File: src/rtl/tela_objetos_if.sv
// Pixel stream between the VGA timing generator, the renderer and the DAC pins:
// coordinate/sync coming in, colour and delayed sync going out.
interface tela_objetos_if;
    logic       pix_en;
    logic       ativo_in;
    logic       hs_in;
    logic       vs_in;
    logic [9:0] x_in;
    logic [9:0] y_in;
    logic [7:0] VGA_R;
    logic [7:0] VGA_G;
    logic [7:0] VGA_B;
    logic       VGA_HS;
    logic       VGA_VS;
    logic       VGA_BLANK_N;

    modport master (
        output pix_en, ativo_in, hs_in, vs_in, x_in, y_in,
        input  VGA_R, VGA_G, VGA_B, VGA_HS, VGA_VS, VGA_BLANK_N
    );

    modport slave (
        input  pix_en, ativo_in, hs_in, vs_in, x_in, y_in,
        output VGA_R, VGA_G, VGA_B, VGA_HS, VGA_VS, VGA_BLANK_N
    );
endinterface

File: src/rtl/tela_objetos.sv
// Three-stage pixel renderer: NUM_OBJ coloured rectangles, bitmap game-over text
// from an external ROM and a blinking pause mode, with sync delayed to match.
module tela_objetos #(
    parameter int          NUM_OBJ   = 4,
    parameter int          ESCALA    = 10,
    parameter int          COLS      = 64,
    parameter int          BLINK_BIT = 4,
    parameter logic [23:0] COR_FUNDO = 24'h003232
) (
    input  logic                  CLOCK_50,
    input  logic                  reset,
    tela_objetos_if.slave         vid,
    input  logic [NUM_OBJ*10-1:0] obj_x,
    input  logic [NUM_OBJ*10-1:0] obj_y,
    input  logic [NUM_OBJ*10-1:0] obj_w,
    input  logic [NUM_OBJ*10-1:0] obj_h,
    input  logic [NUM_OBJ*24-1:0] obj_cor,
    input  logic [NUM_OBJ-1:0]    obj_vis,
    input  logic [1:0]            modo,
    output logic [12:0]           texto_addr,
    input  logic                  texto_bit
);
    localparam logic [9:0]  ESC_MAX     = 10'(ESCALA - 1);
    localparam bit          COLS_POT2   = (COLS & (COLS - 1)) == 0;
    localparam int          COLS_SH     = $clog2(COLS);
    localparam logic [23:0] FUNDO_PAUSA = (COR_FUNDO >> 1) & 24'h7F7F7F;

    // stage 1
    logic [9:0]  sub_x_r, col_r, sub_y_r, row_r;
    logic [9:0]  sub_x_nx_s, col_nx_s, sub_y_nx_s, row_nx_s;
    logic [12:0] addr_nx_s, addr_r;
    logic [9:0]  x1_r, y1_r;
    logic [1:0]  modo1_r;
    logic        ativo1_r, hs1_r, vs1_r;
    // stage 2
    logic [NUM_OBJ-1:0] hit_s, hit2_r;
    logic        tbit2_r;
    logic [1:0]  modo2_r;
    logic        ativo2_r, hs2_r, vs2_r;
    // stage 3
    logic [23:0] obj_cor_s, rgb_nx_s, rgb_r;
    logic        hs3_r, vs3_r, blank3_r;
    // frame counter
    logic        vs_ant_r;
    logic [7:0]  frame_cnt_r;

    // Text cell counters: the updated value is the cell of the pixel being accepted
    always_comb begin
        sub_x_nx_s = sub_x_r;
        col_nx_s   = col_r;
        sub_y_nx_s = sub_y_r;
        row_nx_s   = row_r;
        if (vid.ativo_in) begin
            if (vid.x_in == 10'd0) begin
                sub_x_nx_s = 10'd0;
                col_nx_s   = 10'd0;
                if (vid.y_in == 10'd0) begin
                    sub_y_nx_s = 10'd0;
                    row_nx_s   = 10'd0;
                end else if (sub_y_r == ESC_MAX) begin
                    sub_y_nx_s = 10'd0;
                    row_nx_s   = row_r + 10'd1;
                end else begin
                    sub_y_nx_s = sub_y_r + 10'd1;
                end
            end else if (sub_x_r == ESC_MAX) begin
                sub_x_nx_s = 10'd0;
                col_nx_s   = col_r + 10'd1;
            end else begin
                sub_x_nx_s = sub_x_r + 10'd1;
            end
        end else begin
            sub_x_nx_s = sub_x_r;
            col_nx_s   = col_r;
        end
    end

    // ROM address row*COLS+col; a shift suffices for power-of-two strides
    always_comb begin
        if (COLS_POT2) begin
            addr_nx_s = (13'(row_nx_s) << COLS_SH) + 13'(col_nx_s);
        end else begin
            addr_nx_s = 13'(row_nx_s) * 13'(COLS) + 13'(col_nx_s);
        end
    end

    // Stage 1 registers: counters, ROM address, coordinate, mode and sync
    always_ff @(posedge CLOCK_50) begin
        if (!reset) begin
            sub_x_r  <= 10'd0;
            col_r    <= 10'd0;
            sub_y_r  <= 10'd0;
            row_r    <= 10'd0;
            addr_r   <= 13'd0;
            x1_r     <= 10'd0;
            y1_r     <= 10'd0;
            modo1_r  <= 2'd0;
            ativo1_r <= 1'b0;
            hs1_r    <= 1'b1;
            vs1_r    <= 1'b1;
        end else if (vid.pix_en) begin
            sub_x_r  <= sub_x_nx_s;
            col_r    <= col_nx_s;
            sub_y_r  <= sub_y_nx_s;
            row_r    <= row_nx_s;
            addr_r   <= addr_nx_s;
            x1_r     <= vid.x_in;
            y1_r     <= vid.y_in;
            modo1_r  <= modo;
            ativo1_r <= vid.ativo_in;
            hs1_r    <= vid.hs_in;
            vs1_r    <= vid.vs_in;
        end
    end

    // Half-open rectangle test; 11-bit sums so right/bottom edges never wrap
    always_comb begin
        hit_s = '0;
        for (int i = 0; i < NUM_OBJ; i++) begin
            hit_s[i] = obj_vis[i]
                && ({1'b0, x1_r} >= {1'b0, obj_x[10*i +: 10]})
                && ({1'b0, x1_r} <  ({1'b0, obj_x[10*i +: 10]} + {1'b0, obj_w[10*i +: 10]}))
                && ({1'b0, y1_r} >= {1'b0, obj_y[10*i +: 10]})
                && ({1'b0, y1_r} <  ({1'b0, obj_y[10*i +: 10]} + {1'b0, obj_h[10*i +: 10]}));
        end
    end

    // Stage 2 registers: hit vector and the ROM bit for the stage-1 address
    always_ff @(posedge CLOCK_50) begin
        if (!reset) begin
            hit2_r   <= '0;
            tbit2_r  <= 1'b0;
            modo2_r  <= 2'd0;
            ativo2_r <= 1'b0;
            hs2_r    <= 1'b1;
            vs2_r    <= 1'b1;
        end else if (vid.pix_en) begin
            hit2_r   <= hit_s;
            tbit2_r  <= texto_bit;
            modo2_r  <= modo1_r;
            ativo2_r <= ativo1_r;
            hs2_r    <= hs1_r;
            vs2_r    <= vs1_r;
        end
    end

    // Lowest-index hit wins: scan downward so lower indices overwrite
    always_comb begin
        obj_cor_s = COR_FUNDO;
        for (int i = NUM_OBJ - 1; i >= 0; i--) begin
            obj_cor_s = hit2_r[i] ? obj_cor[24*i +: 24] : obj_cor_s;
        end
    end

    // Colour select by mode; mode 3 renders like play
    always_comb begin
        rgb_nx_s = 24'h000000;
        if (!ativo2_r) begin
            rgb_nx_s = 24'h000000;
        end else begin
            case (modo2_r)
                2'd1:    rgb_nx_s = tbit2_r ? 24'hFFFFFF : 24'hFF0000;
                2'd2:    rgb_nx_s = ((|hit2_r) && !frame_cnt_r[BLINK_BIT]) ? obj_cor_s : FUNDO_PAUSA;
                default: rgb_nx_s = obj_cor_s;
            endcase
        end
    end

    // Stage 3 registers drive the DAC pins
    always_ff @(posedge CLOCK_50) begin
        if (!reset) begin
            rgb_r    <= 24'h000000;
            hs3_r    <= 1'b1;
            vs3_r    <= 1'b1;
            blank3_r <= 1'b0;
        end else if (vid.pix_en) begin
            rgb_r    <= rgb_nx_s;
            hs3_r    <= hs2_r;
            vs3_r    <= vs2_r;
            blank3_r <= ativo2_r;
        end
    end

    // Frame counter advances on each falling edge of vs_in seen at pixel rate
    always_ff @(posedge CLOCK_50) begin
        if (!reset) begin
            vs_ant_r    <= 1'b1;
            frame_cnt_r <= 8'd0;
        end else if (vid.pix_en) begin
            vs_ant_r <= vid.vs_in;
            if (vs_ant_r && !vid.vs_in) begin
                frame_cnt_r <= frame_cnt_r + 8'd1;
            end
        end
    end

    assign texto_addr      = addr_r;
    assign vid.VGA_R       = rgb_r[23:16];
    assign vid.VGA_G       = rgb_r[15:8];
    assign vid.VGA_B       = rgb_r[7:0];
    assign vid.VGA_HS      = hs3_r;
    assign vid.VGA_VS      = vs3_r;
    assign vid.VGA_BLANK_N = blank3_r;
endmodule

File: src/flat_wrapper.sv
// flat-port wrapper written by rule: the top's interface ports become plain ports
module tela_objetos_flat 
#(
    parameter int          NUM_OBJ   = 4,
    parameter int          ESCALA    = 10,
    parameter int          COLS      = 64,
    parameter int          BLINK_BIT = 4,
    parameter logic [23:0] COR_FUNDO = 24'h003232
)
  (CLOCK_50, reset, obj_x, obj_y, obj_w, obj_h, obj_cor, obj_vis, modo, texto_addr, texto_bit, vid_pix_en, vid_ativo_in, vid_hs_in, vid_vs_in, vid_x_in, vid_y_in, vid_VGA_R, vid_VGA_G, vid_VGA_B, vid_VGA_HS, vid_VGA_VS, vid_VGA_BLANK_N);
  tela_objetos_if vid_i ();
  input  logic CLOCK_50;
  input  logic reset;
  input  logic [NUM_OBJ*10-1:0] obj_x;
  input  logic [NUM_OBJ*10-1:0] obj_y;
  input  logic [NUM_OBJ*10-1:0] obj_w;
  input  logic [NUM_OBJ*10-1:0] obj_h;
  input  logic [NUM_OBJ*24-1:0] obj_cor;
  input  logic [NUM_OBJ-1:0] obj_vis;
  input  logic [1:0] modo;
  output logic [12:0] texto_addr;
  input  logic texto_bit;
  input wire logic [$bits(vid_i.pix_en)-1:0] vid_pix_en;
  input wire logic [$bits(vid_i.ativo_in)-1:0] vid_ativo_in;
  input wire logic [$bits(vid_i.hs_in)-1:0] vid_hs_in;
  input wire logic [$bits(vid_i.vs_in)-1:0] vid_vs_in;
  input wire logic [$bits(vid_i.x_in)-1:0] vid_x_in;
  input wire logic [$bits(vid_i.y_in)-1:0] vid_y_in;
  output wire logic [$bits(vid_i.VGA_R)-1:0] vid_VGA_R;
  output wire logic [$bits(vid_i.VGA_G)-1:0] vid_VGA_G;
  output wire logic [$bits(vid_i.VGA_B)-1:0] vid_VGA_B;
  output wire logic [$bits(vid_i.VGA_HS)-1:0] vid_VGA_HS;
  output wire logic [$bits(vid_i.VGA_VS)-1:0] vid_VGA_VS;
  output wire logic [$bits(vid_i.VGA_BLANK_N)-1:0] vid_VGA_BLANK_N;
  assign vid_i.pix_en = vid_pix_en;
  assign vid_i.ativo_in = vid_ativo_in;
  assign vid_i.hs_in = vid_hs_in;
  assign vid_i.vs_in = vid_vs_in;
  assign vid_i.x_in = vid_x_in;
  assign vid_i.y_in = vid_y_in;
  assign vid_VGA_R = vid_i.VGA_R;
  assign vid_VGA_G = vid_i.VGA_G;
  assign vid_VGA_B = vid_i.VGA_B;
  assign vid_VGA_HS = vid_i.VGA_HS;
  assign vid_VGA_VS = vid_i.VGA_VS;
  assign vid_VGA_BLANK_N = vid_i.VGA_BLANK_N;
  tela_objetos #(.NUM_OBJ(NUM_OBJ), .ESCALA(ESCALA), .COLS(COLS), .BLINK_BIT(BLINK_BIT), .COR_FUNDO(COR_FUNDO)) u_core (.CLOCK_50(CLOCK_50), .reset(reset), .vid(vid_i), .obj_x(obj_x), .obj_y(obj_y), .obj_w(obj_w), .obj_h(obj_h), .obj_cor(obj_cor), .obj_vis(obj_vis), .modo(modo), .texto_addr(texto_addr), .texto_bit(texto_bit));
endmodule
File: config.mk
export PLATFORM = sky130hd
export DESIGN_NAME = tela_objetos_flat
export DESIGN_NICKNAME = d
export VERILOG_FILES = /design/src/rtl/tela_objetos_if.sv /design/src/rtl/tela_objetos.sv /design/src/flat_wrapper.sv
export SDC_FILE = /design/constraint.sdc
export NUM_CORES = 1
export LEC_CHECK = 0
export BUFFER_PORTS_ARGS = -buffer_cell sky130_fd_sc_hd__buf_2
export CAP_MARGIN = 20
export CORE_UTILIZATION = 55
export DETAILED_ROUTE_END_ITERATION = 7
export GPL_ROUTABILITY_DRIVEN = 0
export PLACE_DENSITY = 0.92
export SYNTH_ARGS = -nofsm -noshare
export SYNTH_HDL_FRONTEND = slang
export SYNTH_SLANG_ARGS = --single-unit
File: constraint.sdc
create_clock -name CLOCK_50 -period 3.8 [get_ports CLOCK_50]
set_input_delay 0.57 -clock CLOCK_50 [delete_from_list [all_inputs] [get_ports CLOCK_50]]
set_output_delay 0.57 -clock CLOCK_50 [all_outputs]
set_load 0.005 [all_outputs]
==> results of run 1 <==
==> routing by layer <==
metal	global-route usage, %	part of all wire [%]	wire, µm
met1	37.0	43	14700
met2	52.2	48	16600
met3	4.76	7.0	2420
met4	8.75	1.9	662
met5	0	0	0
==> flip-flops by register name, indices dropped and copies added (netlist names) <==
register,flops
u_core.frame_cnt_r,5
u_core.tbit2_r,1
u_core.col_r,4
u_core.x1_r,10
u_core.vid.VGA_BLANK_N,1
u_core.modo2_r,2
u_core.modo1_r,2
u_core.rgb_r,24
u_core.ativo1_r,1
u_core.texto_addr,13
u_core.hs1_r,1
u_core.y1_r,10
u_core.row_r,7
u_core.vs2_r,1
u_core.vid.VGA_HS,1
u_core.sub_y_r,10
u_core.ativo2_r,1
u_core.sub_x_r,10
u_core.hit2_r,4
u_core.vid.VGA_VS,1
u_core.hs2_r,1
u_core.vs_ant_r,1
==> kinds of logic (layout without fill, tap and decap cells) <==
kind of cell             count (synthesis)  in the layout  synth area share [%]
other                                    0              3                     0
adder cells (fa/ha/maj)                254            254                  26.7
XOR/XNOR                                87             87                  6.34
AND/OR/NAND/NOR                        409            409                  17.8
flip-flops                             111            111                  18.3
AO/OA/AOI/OAI                          402            402                  22.0
multiplexers                            42             42                  3.46
buffers and inverters                  169            477                  5.43
==> final timing paths <==
path,to,start
hold reg to reg,u_core.vid.VGA_VS,u_core.vid.VGA_VS
setup / recovery,u_core.hit2_r[0],obj_y[0]
setup reg to reg,u_core.texto_addr[12],u_core.sub_y_r[3]
hold / removal,u_core.hs1_r,vid_hs_in
==> stage by stage <==
stage | power [mW] | instances | TNS, ns | util (%) | setup slack (ns)
finish | 3.46 | 2065 | 0 | 65.8 | 0.262
global route | 3.71 | 2064 | 0 | 65.8 | 0.0400
CTS | 3.46 | 2062 | 0 | 65.7 | 0.0831
detailed placement | 2.53 | 2046 | -0.389 | 64.4 | -0.297
global placement | 2.45 | 2046 | -0.164 | 64.4 | -0.164
floorplan | 2.10 | 1474 | 0 | - | 0.387
==> synth_stat cells, drive strengths merged (11+ instances only) <==
cell type	count
a221oi	21
nor4	12
nand3	21
mux2i	42
nand4	13
a21oi	112
buf	12
a2111oi	11
a21o	31
nor3	26
o211ai	21
and2	26
nor2b	71
dfxtp	111
xnor2	39
a211oi	15
inv	124
o22ai	41
ha	245
nand2b	30
o21ai	49
nor2	91
o21a	27
xor2	48
clkbuf	33
nand2	79
==> critical path, stage by stage <==
cell and delay, ns:
buf_2 0.11, ha_1 0.22, fa_1 0.41, a21o_1 0.19, a211oi_1 0.29, nor2_1 0.11
o41ai_1 0.26, buf_4 0.18, xor2_1 0.06, ha_1 0.29, a211o_1 0.13, a21oi_1 0.05
a2111oi_0 0.40, o211ai_1 0.19, a41oi_1 0.24, a211oi_1 0.07
==> where the power goes <==
part	leakage, nW	total [mW]	switching [mW]	internal [mW]
clock	0.137	0.931	0.473	0.458
sequential	0.901	1.24	0.0523	1.19
combinational	6.20	1.30	0.682	0.613
total	7.23	3.46	1.21	2.26
==> cell type report <==
class                   count  area share, %
inverters                 124           3.25
clock inverters             7          0.454
well taps                 280           2.45
multi-input cells        1194           64.8
repair buffers            337           11.9
clock buffers               9           1.57
diodes                      3         0.0524
flip-flops and latches    111           15.5
==> timing repair <==
| item | 4_1_cts | 5_1_grt |
|---|---|---|
| endpoints found under the hold margin | 0 | 0 |
| setup buffers | 0 | 0 |
| setup endpoints to repair | 0 | 1 |
| gates resized for setup | 0 | 4 |
| hold buffers | 0 | 0 |
==> metrics.md, run 1 <==
| Metric | Value |
|---|---|
| Status | `finished, final reports clean` |
| Area grow syn2layout | `17.9%` |
| Post-synth EDFFs | `0` |
| Multi-input logic area | `approximately 9300 µm²` |
| Chip height | `roughly 150 µm` |
| Final Skew | `around 0.0055 ns` |
| Syn Area/Cell | `approximately 8 µm²` |
| Register area share after synthesis | `roughly 18%` |
| Pwr dens | `around 240 nW/µm²` |
| Hold slack | `between 0.4 and 0.5 ns` |
| Post-DRT Antenna Nets | `0` |
| Cell Area, Synth | `between 10000 and 15000 µm²` |
| Layout cells sized above 1 | `a little over a fifth` |
| Critical path type | `in2reg` |
| Peak VDD IR | `about 0.23 mV` |
| Mapped Nets | `2017` |
| Clock transition at path regs | `roughly 0.080 ns` |
| CTS Buf Count | `9` |
| Vias in the first global route | `11500` |
| Unique cell type count in the Yosys netlist | `68` |
| Pleak | `between 7 and 8 nW` |
| Min-Delay Path Class | `in2reg` |
| Fin. max-slew vios | `0` |
| DRT iter0 DRCs | `665` |
| Worst-Margin Slew | `roughly 0.96 ns` |
| Slew headroom | `a little over a third` |
| DRC viols | `0` |
| Final Cycle Share | `~93%` |
| Main area contributors after synthesis | `ha_1, dfxtp_1, a21oi_1` |
| Overall routing resource usage | `29.7%` |
| Mean number of vias per cell | `between 5 and 6` |
| Async SR Flop Fraction | `0%` |
| Max-Cap Viols | `0` |
| Register area | `2220 µm²` |
| Most frequent cells in the layout | `buf_2, ha_1, inv_1` |
| RSZ-0062 raised after global routing | `no` |
| FMAX | `~0.28 GHz` |
| DRT Wirelength | `34.3 mm` |
| Final #Nets | `about 2300` |
| Clk sink count | `111` |
| Design area | `14300 µm²` |
| 1st-pass router iterations | `4` |
| Max FO, Critical Path | `2` |
| Core Area | `21800 µm²` |
| Die X | `between 150 and 200 µm` |
| CP Data Arrival Time | `3.78 ns` |
| Largest net degree at the start of global routing | `65` |
| DIE AREA | `between 20000 and 25000 µm²` |
| Yosys Warn Count | `0` |
| First-pass GRT wire length | `54.3 mm` |
| Final hold violation count | `0` |
| Setup crit end kind | `flip-flop` |
| Initial core utilization | `a little under three fifths` |
| Htree depth | `3` |
| # fillers | `1726` |
| CP required | `around 4 ns` |
| Hold depth | `3` |
| Cells after Synth | `around 1500` |
| # rows | `54` |
| Synth Register Bits | `approximately 110` |
| Final setup viols | `0` |
| Port Buffer Count | `between 300 and 400` |
| Clk_lat worst skew | `0.35 ns` |
| Commonest non-fill, non-tap cell in the layout | `buf_2` |
| Worst R2R Path Depth | `12` |
| Grt ovf | `0` |
| Placed inst area | `14000 µm²` |
| CTS tree | `built` |
| Root Buffer | `clkbuf_16` |
| Number of I/O pins | `about 330` |
| WL per Instance | `between 15 and 20 µm` |
| Post-DP HPWL | `around 28 mm` |
| Maximum root-to-sink buffer count | `2` |
| Main synth FF type | `dfxtp_1` |
| Min cycle time layout | `roughly 3.5 ns` |
| CP Launch Type | `input pin` |
| Yosys top cell area share | `approximately 25%` |
| Synth area leader | `ha_1` |
| Antenna violations before repair | `2` |
| Via Count | `12200` |
| Reg2reg setup slack | `roughly 0.50 ns` |
Power figures use the tool's default switching activity.
==> inputs of run 2 (changes only) <==
--- a/config.mk
+++ b/config.mk
@@ -10,7 +10,7 @@
 export CORE_UTILIZATION = 55
 export DETAILED_ROUTE_END_ITERATION = 7
 export GPL_ROUTABILITY_DRIVEN = 0
-export PLACE_DENSITY = 0.92
+export PLACE_DENSITY_LB_ADDON = 0.1
 export SYNTH_ARGS = -nofsm -noshare
 export SYNTH_HDL_FRONTEND = slang
 export SYNTH_SLANG_ARGS = --single-unit
==> metrics.md, run 2 (same netlist as run 1, synthesis figures left out) <==
| Metric | Value |
|---|---|
| # fillers | `between 1500 and 2000` |
| Status | `finished, final reports clean` |
| WL per Instance | `16.4 µm` |
| CP Data Arrival Time | `between 3 and 4 ns` |
| DRC viols | `0` |
| Hold slack | `around 0.43 ns` |
| Worst setup path startpoint | `obj_y[30]` |
| Hold depth | `3` |
| Final Skew | `roughly 0.012 ns` |
| Die X | `151 µm` |
| Reg-to-reg endpoint | `u_core.texto_addr[12]` |
| First-pass GRT wire length | `approximately 53 mm` |
| Initial core utilization | `between 50% and 60%` |
| FMAX | `around 0.29 GHz` |
| Pleak | `a little over 7 nW` |
| CP required | `approximately 4.1 ns` |
| Placed inst area | `roughly 14000 µm²` |
| Root Buffer | `clkbuf_16` |
| Non-Filler Instances | `between 2000 and 2500` |
| Overall routing resource usage | `between 20% and 30%` |
| CTS Buf Count | `9` |
| Most frequent cells in the layout | `buf_2, ha_1, inv_1` |
| Setup TNS | `0 ns` |
| CTS tree | `built` |
| Worst R2R Start | `u_core.sub_y_r[3]` |
| Port Buffer Count | `328` |
| Worst R2R Path Depth | `12` |
| Multi-input logic area | `roughly 9300 µm²` |
| DRT iter0 DRCs | `approximately 510` |
| Commonest non-fill, non-tap cell in the layout | `buf_2` |
| Final setup viols | `0` |
| Setup bufs post-CTS | `0` |
| Max-Cap Viols | `0` |
| Max reg flops | `24` |
| Post-layout util | `around 66%` |
| Clk_lat worst skew | `around 0.36 ns` |
| RSZ-0062 raised after global routing | `no` |
| Worst-Margin Slew | `just over 0.9 ns` |
| Final hold violation count | `0` |
| Layout cells sized above 1 | `roughly a fifth` |
| Largest net degree at the start of global routing | `82` |
| Post-CTS sizing | `0` |
| Register area | `2220 µm²` |
| DRT Wirelength | `34.2 mm` |
| Worst setup margin | `about 0.34 ns` |
| Min-Delay Endpoint | `u_core.hs1_r` |
| Core Area | `between 20000 and 25000 µm²` |
| Hold path startpoint | `vid_hs_in` |
| Area grow syn2layout | `18.7%` |
| Dpl ws | `-0.0106 ns` |
| 1st-pass router iterations | `4` |
| DIE AREA | `roughly 23000 µm²` |
| Top reg by flops | `u_core.rgb_r` |
| Placed Cells | `around 2100` |
| Antenna violations before repair | `17` |
| Grt ovf | `0` |
| Mean number of vias per cell | `~5.6` |
| Peak VDD IR | `between 0.2 and 0.3 mV` |
| Setup crit end kind | `flip-flop` |
| Min cycle time layout | `between 3 and 4 ns` |
| Chip height | `~150 µm` |
| CP Launch Type | `input pin` |
| Vias in the first global route | `between 10000 and 15000` |
| Number of I/O pins | `329` |
| Final #Nets | `between 2000 and 2500` |
| Min-Delay Path Class | `in2reg` |
| Pwr dens | `around 240 nW/µm²` |
| Design area | `roughly 14000 µm²` |
| Clk sink count | `around 110` |
| Final Cycle Share | `approximately nine tenths` |
| Max FO, Critical Path | `3` |
| Via Count | `roughly 12000` |
| Post-DRT Antenna Nets | `0` |
| Critical path type | `in2reg` |
| Slew headroom | `between 30% and 40%` |
| Hold Buf Count CTS | `0` |
| Post-DP HPWL | `about 28 mm` |
| Reg2reg setup slack | `0.61 ns` |
| Pwr Total | `about 3.5 mW` |
| Htree depth | `3` |
| # rows | `between 50 and 60` |
| Maximum root-to-sink buffer count | `2` |
| Clock transition at path regs | `~0.08 ns` |
| Fin. max-slew vios | `0` |
## run 2: changes by cell type in the layout (fill, tap and decap cells not counted), sizes merged
cell	delta
clkbuf	+1
clkinvlp	-2
buf	+5
clkinv	-2
diode	+12
inv	+2
bufinv	+1
## run 2: worst max-delay path: stages
cell and delay, ns:
buf_2 0.11, ha_1 0.22, fa_1 0.40, a21oi_1 0.16, nor2_1 0.07, o31ai_1 0.30, a21oi_1 0.16, xnor2_1 0.15
ha_1 0.30, a2111oi_0 0.49, o211ai_1 0.19, a31oi_1 0.19, a2111oi_0 0.11, nor4_1 0.29
## run 2: final cells by class
type | instances | area share, %
clock inverter | 6 | 0.582
clock buffer | 10 | 1.66
inverter | 124 | 3.23
timing repair buffer | 342 | 12.1
tap | 280 | 2.43
antenna | 15 | 0.260
multi-input combinational | 1194 | 64.3
sequential | 111 | 15.4
## run 2: worst max path at each step
stage | end | slack (ns) | cells past startpoint
after floorplan | u_core.hit2_r[0] | 0.39 | 14
after global placement | u_core.hit2_r[1] | 0.06 | 17
after detailed placement | u_core.hit2_r[1] | -0.01 | 17
after CTS | u_core.hit2_r[3] | 0.37 | 14
after global routing | u_core.hit2_r[3] | 0.04 | 14
final | u_core.hit2_r[3] | 0.34 | 14
## run 2: layer usage
| metal | GRT usage [%] | vias up | share of wire (%) |
|---|---|---|---|
| li1 | - | 5998 | - |
| met1 | 35.3 | 5310 | 43 |
| met2 | 50.6 | 331 | 47 |
| met3 | 5.27 | 76 | 5.3 |
| met4 | 15.5 | 0 | 4.8 |
| met5 | 0 | - | 0 |
## run 2: report_power, final
| group | leakage (nW) | total (mW) | switching [mW] | internal, mW |
|---|---|---|---|---|
| Sequential | 0.901 | 1.24 | 0.0496 | 1.19 |
| Combinational | 6.22 | 1.26 | 0.652 | 0.608 |
| Clock | 0.159 | 1.03 | 0.478 | 0.548 |
| Total | 7.28 | 3.52 | 1.18 | 2.34 |
